File: src/rtl/mmm_ctrl.sv
// Word-serial Montgomery multiplier controller: sequences one external PE
//   through N*E beats and produces Z = X*Y*2^-N mod M.
// Latency: start accepted at edge k -> done in the cycle after edge k+N*E+3.
//   An even modulus aborts with done in the cycle after edge k+2.
// Backpressure: none; start is only sampled in IDLE and is dropped otherwise.
//
// Ports:
//   clk, rst                 clock, synchronous active-high reset
//   start, x_in, y_in, m_in  request and operands (captured on acceptance)
//   busy, done, err, z_out   status, completion pulse, even-M flag, result
//   pe_enable .. pe_S1_old   beat strobe and per-beat operands to the PE
//   pe_S0_new, pe_cout       registered PE results (valid one cycle after a beat)
module mmm_ctrl #(
    parameter int N = 6,
    parameter int W = 3,
    parameter int E = (N + W) / W
) (
    input  logic         clk,
    input  logic         rst,
    input  logic         start,
    input  logic [N-1:0] x_in,
    input  logic [N-1:0] y_in,
    input  logic [N-1:0] m_in,
    output logic         busy,
    output logic         done,
    output logic         err,
    output logic [N-1:0] z_out,
    output logic         pe_enable,
    output logic         pe_xi,
    output logic         pe_c,
    output logic [W-1:0] pe_Yj,
    output logic [W-1:0] pe_Mj,
    output logic [1:0]   pe_cin,
    output logic [W-1:0] pe_S0_old,
    output logic [W-1:0] pe_S1_old,
    input  logic [W-1:0] pe_S0_new,
    input  logic [1:0]   pe_cout
);

    localparam int EW = E * W;
    localparam int IW = $clog2(N);
    localparam int JW = $clog2(E);

    typedef enum logic [2:0] {
        S_IDLE,
        S_LOAD,
        S_RUN,
        S_DRAIN,
        S_FINAL,
        S_DONE
    } state_t;

    state_t         state_q, state_d;

    logic [N-1:0]   x_q;
    logic [W-1:0]   y_w_q [E];
    logic [W-1:0]   m_w_q [E];
    logic [W-1:0]   s_q   [E];
    logic [IW-1:0]  i_q;
    logic [JW-1:0]  j_q;
    logic           c_q;
    logic           err_q;
    logic [N-1:0]   z_q;
    logic           wb_vld_q;
    logic [JW-1:0]  wb_idx_q;

    logic           accept;
    logic           j_first;
    logic           j_last;
    logic           i_last;
    logic [JW-1:0]  j_nxt;
    logic [W-1:0]   s_cur;
    logic [W-1:0]   s_nxt;
    logic [W-1:0]   s_w0;
    logic           c_new;
    logic [EW-1:0]  y_ext;
    logic [EW-1:0]  m_ext;
    logic [EW-1:0]  r_cat;
    logic [EW-1:0]  m_cat;
    logic [EW-1:0]  r_fin;

    assign accept  = (state_q == S_IDLE) && start;
    assign j_first = (j_q == '0);
    assign j_last  = (j_q == JW'(E - 1));
    assign i_last  = (i_q == IW'(N - 1));
    // Saturate so the neighbour index never leaves the word array.
    assign j_nxt   = j_last ? j_q : j_q + JW'(1);

    assign y_ext = {{(EW - N){1'b0}}, y_in};
    assign m_ext = {{(EW - N){1'b0}}, m_in};

    // Partial-sum reads. A word written back this very cycle is forwarded
    // from the PE so a read never sees the stale copy; with E=2 the beat
    // at j=0 reads S[1] in the same cycle its writeback lands.
    always_comb begin
        s_cur = s_q[j_q];
        if (wb_vld_q && (wb_idx_q == j_q)) begin
            s_cur = pe_S0_new;
        end
        s_nxt = s_q[j_nxt];
        if (wb_vld_q && (wb_idx_q == j_nxt)) begin
            s_nxt = pe_S0_new;
        end
        if (j_last) begin
            s_nxt = '0;
        end
        s_w0 = s_q[0];
        if (wb_vld_q && (wb_idx_q == '0)) begin
            s_w0 = pe_S0_new;
        end
    end

    // Quotient bit: chooses whether M is added so the running sum is even.
    assign c_new = s_w0[0] ^ (x_q[i_q] & y_w_q[0][0]);

    // Final reduction of the E-word sum into [0, M).
    always_comb begin
        r_cat = '0;
        m_cat = '0;
        for (int k = 0; k < E; k++) begin
            r_cat[k*W +: W] = s_q[k];
            m_cat[k*W +: W] = m_w_q[k];
        end
        r_fin = (r_cat >= m_cat) ? (r_cat - m_cat) : r_cat;
    end

    // Next state and PE beat outputs.
    always_comb begin
        state_d   = state_q;
        pe_enable = 1'b0;
        pe_xi     = 1'b0;
        pe_c      = 1'b0;
        pe_Yj     = '0;
        pe_Mj     = '0;
        pe_cin    = 2'b00;
        pe_S0_old = '0;
        pe_S1_old = '0;
        case (state_q)
            S_IDLE: begin
                if (start) begin
                    state_d = S_LOAD;
                end
            end
            S_LOAD: begin
                // An even modulus has no inverse of 2; skip straight to the
                // result stage, which reports zero with err.
                state_d = m_w_q[0][0] ? S_RUN : S_FINAL;
            end
            S_RUN: begin
                pe_enable = 1'b1;
                pe_xi     = x_q[i_q];
                pe_c      = j_first ? c_new : c_q;
                pe_Yj     = y_w_q[j_q];
                pe_Mj     = m_w_q[j_q];
                pe_cin    = j_first ? 2'b00 : pe_cout;
                pe_S0_old = s_cur;
                pe_S1_old = s_nxt;
                if (i_last && j_last) begin
                    state_d = S_DRAIN;
                end
            end
            S_DRAIN: state_d = S_FINAL;
            S_FINAL: state_d = S_DONE;
            S_DONE:  state_d = S_IDLE;
            default: state_d = S_IDLE;
        endcase
    end

    always_ff @(posedge clk) begin
        if (rst) begin
            state_q  <= S_IDLE;
            x_q      <= '0;
            i_q      <= '0;
            j_q      <= '0;
            c_q      <= 1'b0;
            err_q    <= 1'b0;
            z_q      <= '0;
            wb_vld_q <= 1'b0;
            wb_idx_q <= '0;
            for (int k = 0; k < E; k++) begin
                y_w_q[k] <= '0;
                m_w_q[k] <= '0;
                s_q[k]   <= '0;
            end
        end else begin
            state_q  <= state_d;
            // Each beat's PE result arrives one cycle later; remember where
            // it goes.
            wb_vld_q <= (state_q == S_RUN);
            wb_idx_q <= j_q;

            if (accept) begin
                x_q   <= x_in;
                i_q   <= '0;
                j_q   <= '0;
                err_q <= 1'b0;
                for (int k = 0; k < E; k++) begin
                    y_w_q[k] <= y_ext[k*W +: W];
                    m_w_q[k] <= m_ext[k*W +: W];
                    s_q[k]   <= '0;
                end
            end else if (wb_vld_q) begin
                s_q[wb_idx_q] <= pe_S0_new;
            end

            if (state_q == S_LOAD) begin
                err_q <= ~m_w_q[0][0];
            end

            if (state_q == S_RUN) begin
                if (j_first) begin
                    c_q <= c_new;
                end
                if (j_last) begin
                    j_q <= '0;
                    i_q <= i_q + IW'(1);
                end else begin
                    j_q <= j_q + JW'(1);
                end
            end

            if (state_q == S_FINAL) begin
                z_q <= err_q ? '0 : N'(r_fin);
            end
        end
    end

    assign busy  = (state_q == S_LOAD) || (state_q == S_RUN) ||
                   (state_q == S_DRAIN) || (state_q == S_FINAL);
    assign done  = (state_q == S_DONE);
    assign err   = done && err_q;
    assign z_out = z_q;

endmodule
File: config.mk
export PLATFORM = sky130hd
export DESIGN_NAME = mmm_ctrl
export DESIGN_NICKNAME = d
export VERILOG_FILES = /design/src/rtl/mmm_ctrl.sv
export SDC_FILE = /design/constraint.sdc
export NUM_CORES = 1
export LEC_CHECK = 0
export CORE_ASPECT_RATIO = 1.5
export CORE_MARGIN = 4
export CORE_UTILIZATION = 45
export DETAILED_ROUTE_END_ITERATION = 16
export PLACE_DENSITY = 0.72
export REMOVE_ABC_BUFFERS = 1
export SETUP_SLACK_MARGIN = 0.15
export SYNTH_ARGS = -nofsm -noshare
export SYNTH_HDL_FRONTEND = slang
export SYNTH_SLANG_ARGS = --single-unit
File: constraint.sdc
create_clock -name clk -period 4.25 [get_ports clk]
set_clock_uncertainty 0.05 [all_clocks]
set_input_delay 0.85 -clock clk [delete_from_list [all_inputs] [get_ports clk]]
set_output_delay 0.85 -clock clk [all_outputs]
set_load 0.03 [all_outputs]
==> metrics.md <==
| Metric | Value |
|---|---|
| Initial core utilization | `0.461` |
| Largest family of logic cells by synthesized area | `simple AND/OR/NAND/NOR gates` |
| Die Area | `7640 µm²` |
| Final period util | `0.845` |
| Proportion of synthesized area in mux cells | `0.109` |
| Post-synthesis sequential area ratio | `0.446` |
| Number of global-route vias before repair | `2149` |
| Drt wl/cell | `14.9 µm` |
| Final setup violating endpoints | `0` |
| Max clock buf depth | `2` |
| Port Buffers | `51` |
| Initial DRC Count | `125` |
| DRT Pass-1 Iters | `4` |
| EDFF count, synth | `24` |
| Count leader, synth | `nor2_1` |
| Simple-gate share of the synthesized area | `0.224` |
| Final Hold Fails | `0` |
| Synthesized cell area | `2830 µm²` |
| GP Congestion | `0.854` |
| Pwr dens | `326 nW/µm²` |
| Routed WL | `6020 µm` |
| Crit path DAT | `2.69 ns` |
| Htree depth | `2` |
| CTS buffer count | `5` |
| Ports | `52` |
| DRC errors left | `0` |
| Worst Path Required | `3.35 ns` |
| WS Path Type | `reg -> out` |
| Fmax | `278 MHz` |
| Die height | `105 µm` |
| Root buffer cell | `clkbuf_8` |
| Compound-gate portion of the synthesized area | `0.0929` |
| Async SR Flop Fraction | `0` |
| Layout area overhead | `24.0%` |
| Initial antenna violation count | `0` |
| Maxcap violations | `0` |
| Crit end category | `primary output` |
| Crit-path slowest cell | `clkdlybuf4s50_1` |
| CP cell instances | `or3b_1 > clkinv_2 > nand2b_1 > nor2_1 > clkdlybuf4s50_1` |
| Synth cell count leaders | `nor2_1 (31), nand2_1 (30), dfxtp_1 (27), edfxtp_1 (24), and2_1 (22)` |
| Antenna cells | `0` |
| Post-synth top area share | `0.255` |
| Top_reg_cell synth | `dfxtp_1` |
| Synth warn | `0` |
| Adder-cell share of the synthesized area | `0.0602` |
| Hold_buf cts | `0` |
| Max VDD drop | `197 µV` |
| Largest cells by area after synthesis | `edfxtp_1 (25%), dfxtp_1 (19%), mux4_2 (5.6%), ha_1 (5.3%), mux2i_1 (5.3%)` |
| Layout cells sized above 1 | `0.0821` |
| Clk_lat worst skew | `0.30 ns` |
| Critical Path Source Type | `flop` |
| First-pass GRT wire length | `10100 µm` |
| Post-layout minimum cycle time | `3.59 ns` |
| Synth Area in XOR/XNOR | `0.0310` |
| ANT nets after route | `0` |
| Tightest Pin Transition | `0.664 ns` |
| Hold crit path type | `reg -> reg` |
| Overflow after GRT | `0` |
| Pin count of the biggest net entering global routing | `25` |
| Vias | `2164` |
| Avg Cell Area, Syn | `10.2 µm²` |
| Fin nets | `367` |
| CP top delay family | `simple AND/OR/NAND/NOR gates` |
| Unique cell type count in the Yosys netlist | `51` |
| Fin. max-slew vios | `0` |
| Worst Path Buf+Inv | `2` |
| Total Negative Setup Slacks | `0 ns` |
| Post-Synthesis Cells | `278` |
| RSZ-0062 raised after global routing | `false` |
| Count of state elements after synthesis | `51` |
| Rel. slew slack | `0.556` |
| Status | `completed` |
| CP peak stage delay | `0.69 ns` |
| Total track usage | `0.169` |
| CORE AREA | `6130 µm²` |
| HPWL after DPL | `4650 µm` |
| Setup bufs post-CTS | `0` |
| Worst setup margin | `0.658 ns` |
| Cell taking the most area after synthesis | `edfxtp_1` |
| Via density | `5.37` |
| Cell Rows | `35` |
| Leak | `1.28 nW` |
| CTS tree | `built` |
| Die width | `72.7 µm` |
| Crit Path Max Fanout | `11` |
| Clk slew on worst S/H paths | `0.09 ns` |
| Post-Place Setup Slack | `0.731 ns` |
| CTS sink count | `51` |
| CTS resizes | `0` |
-- final timing paths --
kind | start | to | slack (ns) | cells after the start
setup / recovery | state_q[1] | pe_Mj[2] | 0.66 | 5
hold / removal | x_q[1] | x_q[1] | 0.41 | 2
setup reg to reg | s_q[1][0] | z_out[0] | 2.09 | 6
hold reg to reg | x_q[1] | x_q[1] | 0.41 | 2
-- sequential cells by signal, summed over array words and instances (netlist names), named ones only --
signal,cells
c_q,1
j_q,2
err_q,1
y_w_q,6
s_q,12
m_w_q,6
state_q,3
z_out,6
wb_vld_q,1
wb_idx_q,2
i_q,3
x_q,6
-- power by group --
group          leakage [nW]  switching (mW)  internal, mW
sequential            0.473          0.0300         0.549
clock                0.0581           0.159         0.175
combinational         0.744           0.123         0.106
total                  1.28           0.312         0.831
-- cell usage in the layout, fill, tap and decap left out, types with 3 or more instances in the layout --
cell type         n
a21oi_1          12
a31oi_1           3
and2_1           22
clkbuf_8          5
clkdlybuf4s50_1  51
dfxtp_1          27
edfxtp_1         24
ha_1             12
inv_1            13
mux2i_1          15
mux4_2            7
nand2_1          30
nand3_1           8
nand3b_1          3
nor2_1           31
nor3_1            5
o211ai_1          8
o21ai_0           3
xnor2_1           8
-- worst reg2reg max path, stage by stage, from the launching register on --
cell	delay, ns
edfxtp_1	0.48
ha_1	0.39
a21o_1	0.22
a21oi_2	0.18
a21boi_2	0.13
or2_1	0.30
a221o_1	0.33
-- per-layer routing --
layer / up-vias / GRT usage / routed length, µm
met5: - / 0 / 0
met4: 0 / 0.0712 / 106
met3: 6 / 0.0269 / 208
met2: 46 / 0.291 / 3240
met1: 1033 / 0.203 / 2460
li1: 1079 / - / -
-- per-stage QoR --
stage / instance area [µm²] / hold WS, ns / util / instances / power, mW
2_1_floorplan: 2780 / 0.377 / - / 268 / 0.732
3_3_place_gp: 3390 / 0.395 / 0.554 / 395 / 0.816
3_5_place_dp: 3390 / 0.397 / 0.554 / 395 / 0.821
4_1_cts: 3510 / 0.410 / 0.572 / 403 / 1.16
5_1_grt: 3510 / 0.424 / 0.572 / 403 / 1.20
6_report: 3510 / 0.407 / 0.572 / 403 / 1.14
-- cell families (layout without fill, tap and decap cells) --
kind of cell / after synthesis / count (layout)
buf+inv: 24 / 75
mux: 22 / 22
flops: 51 / 51
compound gates: 39 / 39
fa+ha+maj: 13 / 13
simple gates: 119 / 119
xor+xnor: 10 / 10
-- layout make-up --
type | instances | area, µm²
sequential | 51 | 1260
clock buffer | 5 | 68.8
tap | 74 | 92.6
fill | 567 | 2620
inverter | 14 | 53.8
clock inverter | 3 | 43.8
timing repair buffer | 53 | 526
multi-input combinational | 203 | 1460
(Power assumes the default switching activity.)
